### src/rtl/tetris_coord_unit.sv
// Tetris VGA helper: 13-bit LFSR piece selector, frame-address to (x,y) decoder,
// and piece reference pixel to playfield cell index. Define COORD_REG_EN to register coordinate outputs.
module tetris_coord_unit #(
  parameter logic [12:0] LFSR_SEED = 13'h0001,
  parameter int unsigned H_RES     = 640,
  parameter int unsigned FIELD_X0  = 240,
  parameter int unsigned CELL      = 16,
  parameter int unsigned COLS      = 10,
  parameter int unsigned ROWS      = 30
) (
  input  logic        iVGA_CLK,
  input  logic        rst,
  input  logic        lfsr_en,
  output logic [12:0] randomNum,
  input  logic [18:0] ADDR,
  output logic [9:0]  addr_x,
  output logic [9:0]  addr_y,
  input  logic [9:0]  ref_x,
  input  logic [9:0]  ref_y,
  output logic [8:0]  gridNum,
  output logic        grid_valid
);

  localparam logic [12:0] SEED_EFF = (LFSR_SEED == 13'h0000) ? 13'h0001 : LFSR_SEED;
  localparam int unsigned CSH      = $clog2(CELL);

  logic [12:0] lfsr;
  logic        fb;

  assign fb        = lfsr[12] ^ lfsr[11] ^ lfsr[10] ^ lfsr[7];
  assign randomNum = lfsr;

  // The all-zero state is a lock-up point, so it reloads the seed even when disabled.
  always_ff @(posedge iVGA_CLK or posedge rst) begin
    if (rst)                 lfsr <= SEED_EFF;
    else if (lfsr == '0)     lfsr <= SEED_EFF;
    else if (lfsr_en)        lfsr <= {lfsr[11:0], fb};
  end

  // Restoring subtract network: quotient bits 9..0 against H_RES shifted left.
  logic [19:0] div_rem;
  logic [19:0] div_sub;
  logic [9:0]  div_q;

  always_comb begin
    div_rem = {1'b0, ADDR};
    div_sub = '0;
    div_q   = '0;
    for (int unsigned k = 0; k < 10; k++) begin
      div_sub = 20'(H_RES) << (9 - k);
      if (div_rem >= div_sub) begin
        div_rem          = div_rem - div_sub;
        div_q[9 - k]     = 1'b1;
      end
    end
  end

  logic [9:0] ax_c;
  logic [9:0] ay_c;

  assign ax_c = div_rem[9:0];
  assign ay_c = div_q;

  logic [9:0] dx;
  logic [9:0] col;
  logic [9:0] row;
  logic [9:0] lin;
  logic       in_rng;
  logic [8:0] gn_c;

  always_comb begin
    dx     = ref_x - 10'(FIELD_X0);
    col    = dx >> CSH;
    row    = ref_y >> CSH;
    lin    = 10'(row * COLS) + col;
    in_rng = ({1'b0, ref_x} >= 11'(FIELD_X0)) &&
             ({1'b0, ref_x} <  11'(FIELD_X0 + COLS * CELL)) &&
             ({1'b0, ref_y} <  11'(ROWS * CELL));
    gn_c   = in_rng ? lin[8:0] : '1;
  end

`ifdef COORD_REG_EN
  always_ff @(posedge iVGA_CLK or posedge rst) begin
    if (rst) begin
      addr_x     <= '0;
      addr_y     <= '0;
      gridNum    <= '0;
      grid_valid <= 1'b0;
    end else begin
      addr_x     <= ax_c;
      addr_y     <= ay_c;
      gridNum    <= gn_c;
      grid_valid <= in_rng;
    end
  end
`else
  always_comb begin
    addr_x     = ax_c;
    addr_y     = ay_c;
    gridNum    = gn_c;
    grid_valid = in_rng;
  end
`endif

endmodule

### config.mk
export PLATFORM = sky130hd
export DESIGN_NAME = tetris_coord_unit
export DESIGN_NICKNAME = d
export VERILOG_FILES = /design/src/rtl/tetris_coord_unit.sv
export SDC_FILE = /design/constraint.sdc
export NUM_CORES = 1
export LEC_CHECK = 0
export CORE_MARGIN = 1.5
export CORE_UTILIZATION = 49
export CTS_BUF_LIST = sky130_fd_sc_hd__clkbuf_4
export DETAILED_ROUTE_END_ITERATION = 10
export PLACE_DENSITY = 0.8
export SYNTH_ARGS = -nofsm -noshare
export SYNTH_HDL_FRONTEND = slang
export SYNTH_SLANG_ARGS = --single-unit
### constraint.sdc
create_clock -name iVGA_CLK -period 13.1 [get_ports iVGA_CLK]
set_input_delay 2.62 -clock iVGA_CLK [delete_from_list [all_inputs] [get_ports iVGA_CLK]]
set_output_delay 2.62 -clock iVGA_CLK [all_outputs]
set_load 0.01 [all_outputs]
==> run summary <==
Measured on the finished design, the core utilization comes to 77.3%. The cell leakage power was 2.61 nW; the cell count of the worst hold path was 2. Summed over all nets, the half-perimeter wirelength after detailed placement is 11000 um.

The transition at the pin with the smallest max-transition slack was 0.757 ns; the met2 routing resource usage after global routing was 55.6%. The library cell used most frequently in the layout, excluding fill and tap cells, is sky130_fd_sc_hd__buf_4. The global-route wire length before repair is 23000 um. The tools report the global-route total usage across every layer as 31.0%. The core region is 8220 um^2. After Yosys synthesis, and, or, nand and nor cells account for 29.7% of the synthesized area. The count of nets left with antenna violations once routing finished came out at 0. The areal power density over the cells came out at 171 nW/um^2. Power share of the sequential group: 8.0%. The run finished with clean final reports. Headroom to the max-slew limit came out at 49.0%. The finished layout holds 850 standard cells, fillers aside. The routed layout has 5427 vias. The met1 track utilization from global routing is 37.3%. The number of levels the H-tree was split into is 1, and the yosys synthesis warning count is 0.

The post-route netlist has 33.8% of its cells at a drive strength greater than 1. The net count of the mapped netlist is 622. The first routing iteration left 400 violations.

Of the total power, the clock network draws 2.6%. The register with the most flip-flops in the layout has 13 of them. For flop-to-flop paths, the worst setup slack is 11.63 ns. The logs give -0.322 ns for the worst setup slack after placement and 0 for the max-capacitance violation count. In this run the most critical hold path is launched from randomNum[11]$_DFFE_PP0P_.

The total placed cells including tap cells is 830, and the register area share after synthesis is 7.83%. The synthesized netlist devotes 6.99% of its cell area to XOR and XNOR gates. TritonCTS built the clock tree. The cts-stage hold buffer count was 0.

The compound-gate portion of the synthesized area was 35.1%; the fraction of the mapped netlist area in adder cells was 7.20%. The worst path uses 99.2% of the clock period. Measured in cells, the most critical reg-to-reg path has a length of 4. The run gives 10.37 ns as the critical path data arrival time. The tightest hold path in the finished design has a slack of 0.582 ns. The run gives 0 as the final-report hold violation count. The endpoint identified for the worst register-to-register timing path is randomNum[1]$_DFFE_PP0P_. The longest individual stage delay on the worst path is 0.48 ns. Top cell family by delay on the critical path: simple AND/OR/NAND/NOR gates. Class of the tightest hold or removal check: register to register. During placement, the flow inserted port buffers numbering 76.

The weighted congestion reported at the end of routability-driven placement is 0.952, and the routed length per placed instance is 17.5 um. The top cell types in the final layout, fill and taps aside, are 130 x sky130_fd_sc_hd__buf_4, 72 x sky130_fd_sc_hd__clkdlybuf4s50_1, 49 x sky130_fd_sc_hd__nand2_1, 36 x sky130_fd_sc_hd__inv_1, 31 x sky130_fd_sc_hd__nor2_1. In this run the cell area of the synthesized design comes to 4170 um^2.

Number of buffers between clock root and the deepest sink: 2. Global routing consumed, on the met3 layer, 3.35% of the routing resources. The initial antenna violation count is 0, and the placement row count is 33. The clock-pin slew on the worst setup and hold paths works out to 0.08 ns. The layer with the highest usage after global routing is met2. Synthesis handed over a netlist of 558 instances.

The die covers 9070 um^2. Setup repair after global routing could not meet its margin everywhere. Reg-to-reg startpoint: randomNum[10]$_DFFE_PP0P_. Dividing the synthesized area by the synthesized cell count gives 7.47 um^2. The number of iterations in the first detailed-routing pass was 5; the internal power was 0.000538 W. Largest net degree at the start of global routing: 15. For this block, the routed nets add up to 14900 um of wire. The category of the most critical setup path is input pin to output pin. The initial core utilization is 50.7%, and the total I/O pin count is 85.

For this run, design rule violations remaining after detail routing come to 0. Combinational cells account for 89.4% of the total power. The max-slew violation count came out at 0. In this run the clock root is driven by a sky130_fd_sc_hd__clkbuf_4. For the net count of the finished layout, the log shows 810. The layout overhead on the synthesized area works out to 52.4%. Along the worst path, the maximum fanout reaches 7.

The fraction of registers with async set or reset after synthesis is 100%, and the register bit total from synthesis is 13. Number of enable flip-flop cells after synthesis: 0. The number of antenna diodes in the final layout is 0.

The final-report setup violation count came out at 0. Data on the critical path is required at its endpoint by 10.48 ns. The number of clock buffers added by TritonCTS is 3. The run gives 0.00650 ns as the worst setup skew after layout.

The switching share of power is 50.5%. Die height: 95.2 um. After synthesis, the largest family of logic cells by area is compound AO/OA/AOI/OAI gates. The slowest stage of the critical path is the sky130_fd_sc_hd__clkdlybuf4s50_1 cell.

The later-pin clock latency in the skew report was 0.29 ns; the number of vias per cell after detailed routing was 6.38. The multiplexer area fraction after synthesis is 6.36%. The worst setup path is launched from an input pin. Summed over all layers, the global routing overflow is 0.

Most used flip-flop cell after synthesis: sky130_fd_sc_hd__dfrtp_1. STA classifies the critical path endpoint as an output pin. The clock sink total is 13. Setup slack on the critical path of the routed design comes to 0.111 ns.

For this design the total switching power over the nets is 0.000550 W. The die is 95.2 um wide. The number of distinct library cells after synthesis is 105.

The worst ir drop on vdd came out at 0.137 mV. Among the stages of the critical path, the cell type that occurs most often is sky130_fd_sc_hd__buf_4. The tools report the terminating pin of the worst hold path as randomNum[11]$_DFFE_PP0P_.

Setup total negative slack on the finished layout was measured at 0 ns. The minimum period implied by the final worst setup slack was 12.99 ns; the combined buffer and inverter count along the critical path was 14. The number of global-route vias before repair came out at 5088. Highest attainable clock frequency: 77.0 MHz.
==> per-stage QoR <==
stage	cell area (um^2)	power [W]
global placement	5820	0.000872
global route	6350	0.00116
detailed placement	5820	0.000895
finish	6350	0.00109
floorplan	4170	0.000575
CTS	5940	0.000959
==> power by group through the flow <==
stage                     Combinational [W]  Clock (W)  Sequential [W]
final                              0.000972  0.0000286       0.0000870
after global routing                0.00104  0.0000310       0.0000902
after global placement             0.000788          0       0.0000846
after CTS                          0.000844  0.0000290       0.0000858
after detailed placement           0.000808          0       0.0000861
after floorplan                    0.000485          0       0.0000894
==> cell families after synthesis <==
kind of cell / count (synthesis)
and+or+nand+nor: 220
AOI/OAI and AO/OA: 184
buffers and inverters: 66
xor gates and xnor gates: 30
adders and majority gates: 23
muxes: 22
DFF: 13
==> worst reg2reg max path: cells and delay by family, from the launching register on <==
| kind | cells | cell delay, ns |
|---|---|---|
| flip-flops | 1 | 0.43 |
| multiplexers | 1 | 0.30 |
| AND/OR/NAND/NOR | 3 | 0.62 |
==> how the worst max path moves through the flow <==
stage          startpoint  slack [ns]   endpoint  cells after the start
2_1_floorplan    ADDR[16]        0.16  addr_x[8]                     37
4_1_cts           ADDR[1]        0.07  addr_y[0]                     38
3_3_place_gp     ADDR[16]       -0.22  addr_x[8]                     38
3_5_place_dp     ADDR[16]       -0.32  addr_x[9]                     39
6_report         ADDR[17]        0.11  addr_x[7]                     40
5_1_grt          ADDR[17]       -0.24  addr_x[7]                     39
==> cells in the mapped netlist, drive strengths merged, types with 3 or more instances <==
cell / instances / area (um^2)
a21o: 9 / 67.6
nand4: 13 / 87.6
or4: 4 / 37.5
a32oi: 4 / 35.0
o32ai: 3 / 26.3
xor2: 9 / 78.8
a31oi: 8 / 65.1
clkbuf: 14 / 52.6
inv: 39 / 146
o21a: 6 / 45.0
o211ai: 11 / 115
and4: 4 / 35.0
nand2b: 11 / 68.8
ha: 20 / 250
nand2: 51 / 191
o311ai: 7 / 68.8
or2: 7 / 43.8
o2111ai: 5 / 50.0
o21ai: 30 / 150
or3: 6 / 37.5
nand3: 25 / 135
nor2b: 14 / 87.6
and3: 6 / 37.5
o21bai: 5 / 37.5
nor4: 10 / 90.1
buf: 13 / 82.6
o31ai: 9 / 72.6
nor2: 35 / 155
o22ai: 5 / 31.3
o211a: 3 / 30.0
a21oi: 32 / 160
o31a: 3 / 26.3
mux2: 13 / 150
xnor2: 20 / 190
nor3: 21 / 121
mux2i: 7 / 70.1
dfrtp: 12 / 300
a41oi: 5 / 51.3
and2: 6 / 40.0
a211oi: 7 / 82.6
==> repair_timing <==
item                                   4_1_cts  5_1_grt
setup buffers                                5       11
setup endpoints to repair                    4        5
endpoints found under the hold margin        0        0
gates resized for setup                     13       72
pin swaps                                    8       31
==> metal layers <==
| layer | share of wire, % | vias to the layer above |
|---|---|---|
| met3 | 7.5 | 73 |
| met2 | 50 | 300 |
| met5 | 0 | - |
| met1 | 38 | 2541 |
| li1 | - | 2513 |
| met4 | 4.4 | 0 |
==> cell type report <==
type / instances / area [um^2]
clock buffer: 4 / 30.0
fill: 525 / 1860
inverter: 39 / 146
multi-input combinational: 479 / 3930
sequential: 13 / 327
tap: 105 / 131
timing repair buffer: 210 / 1790
(Power assumes the default switching activity.)
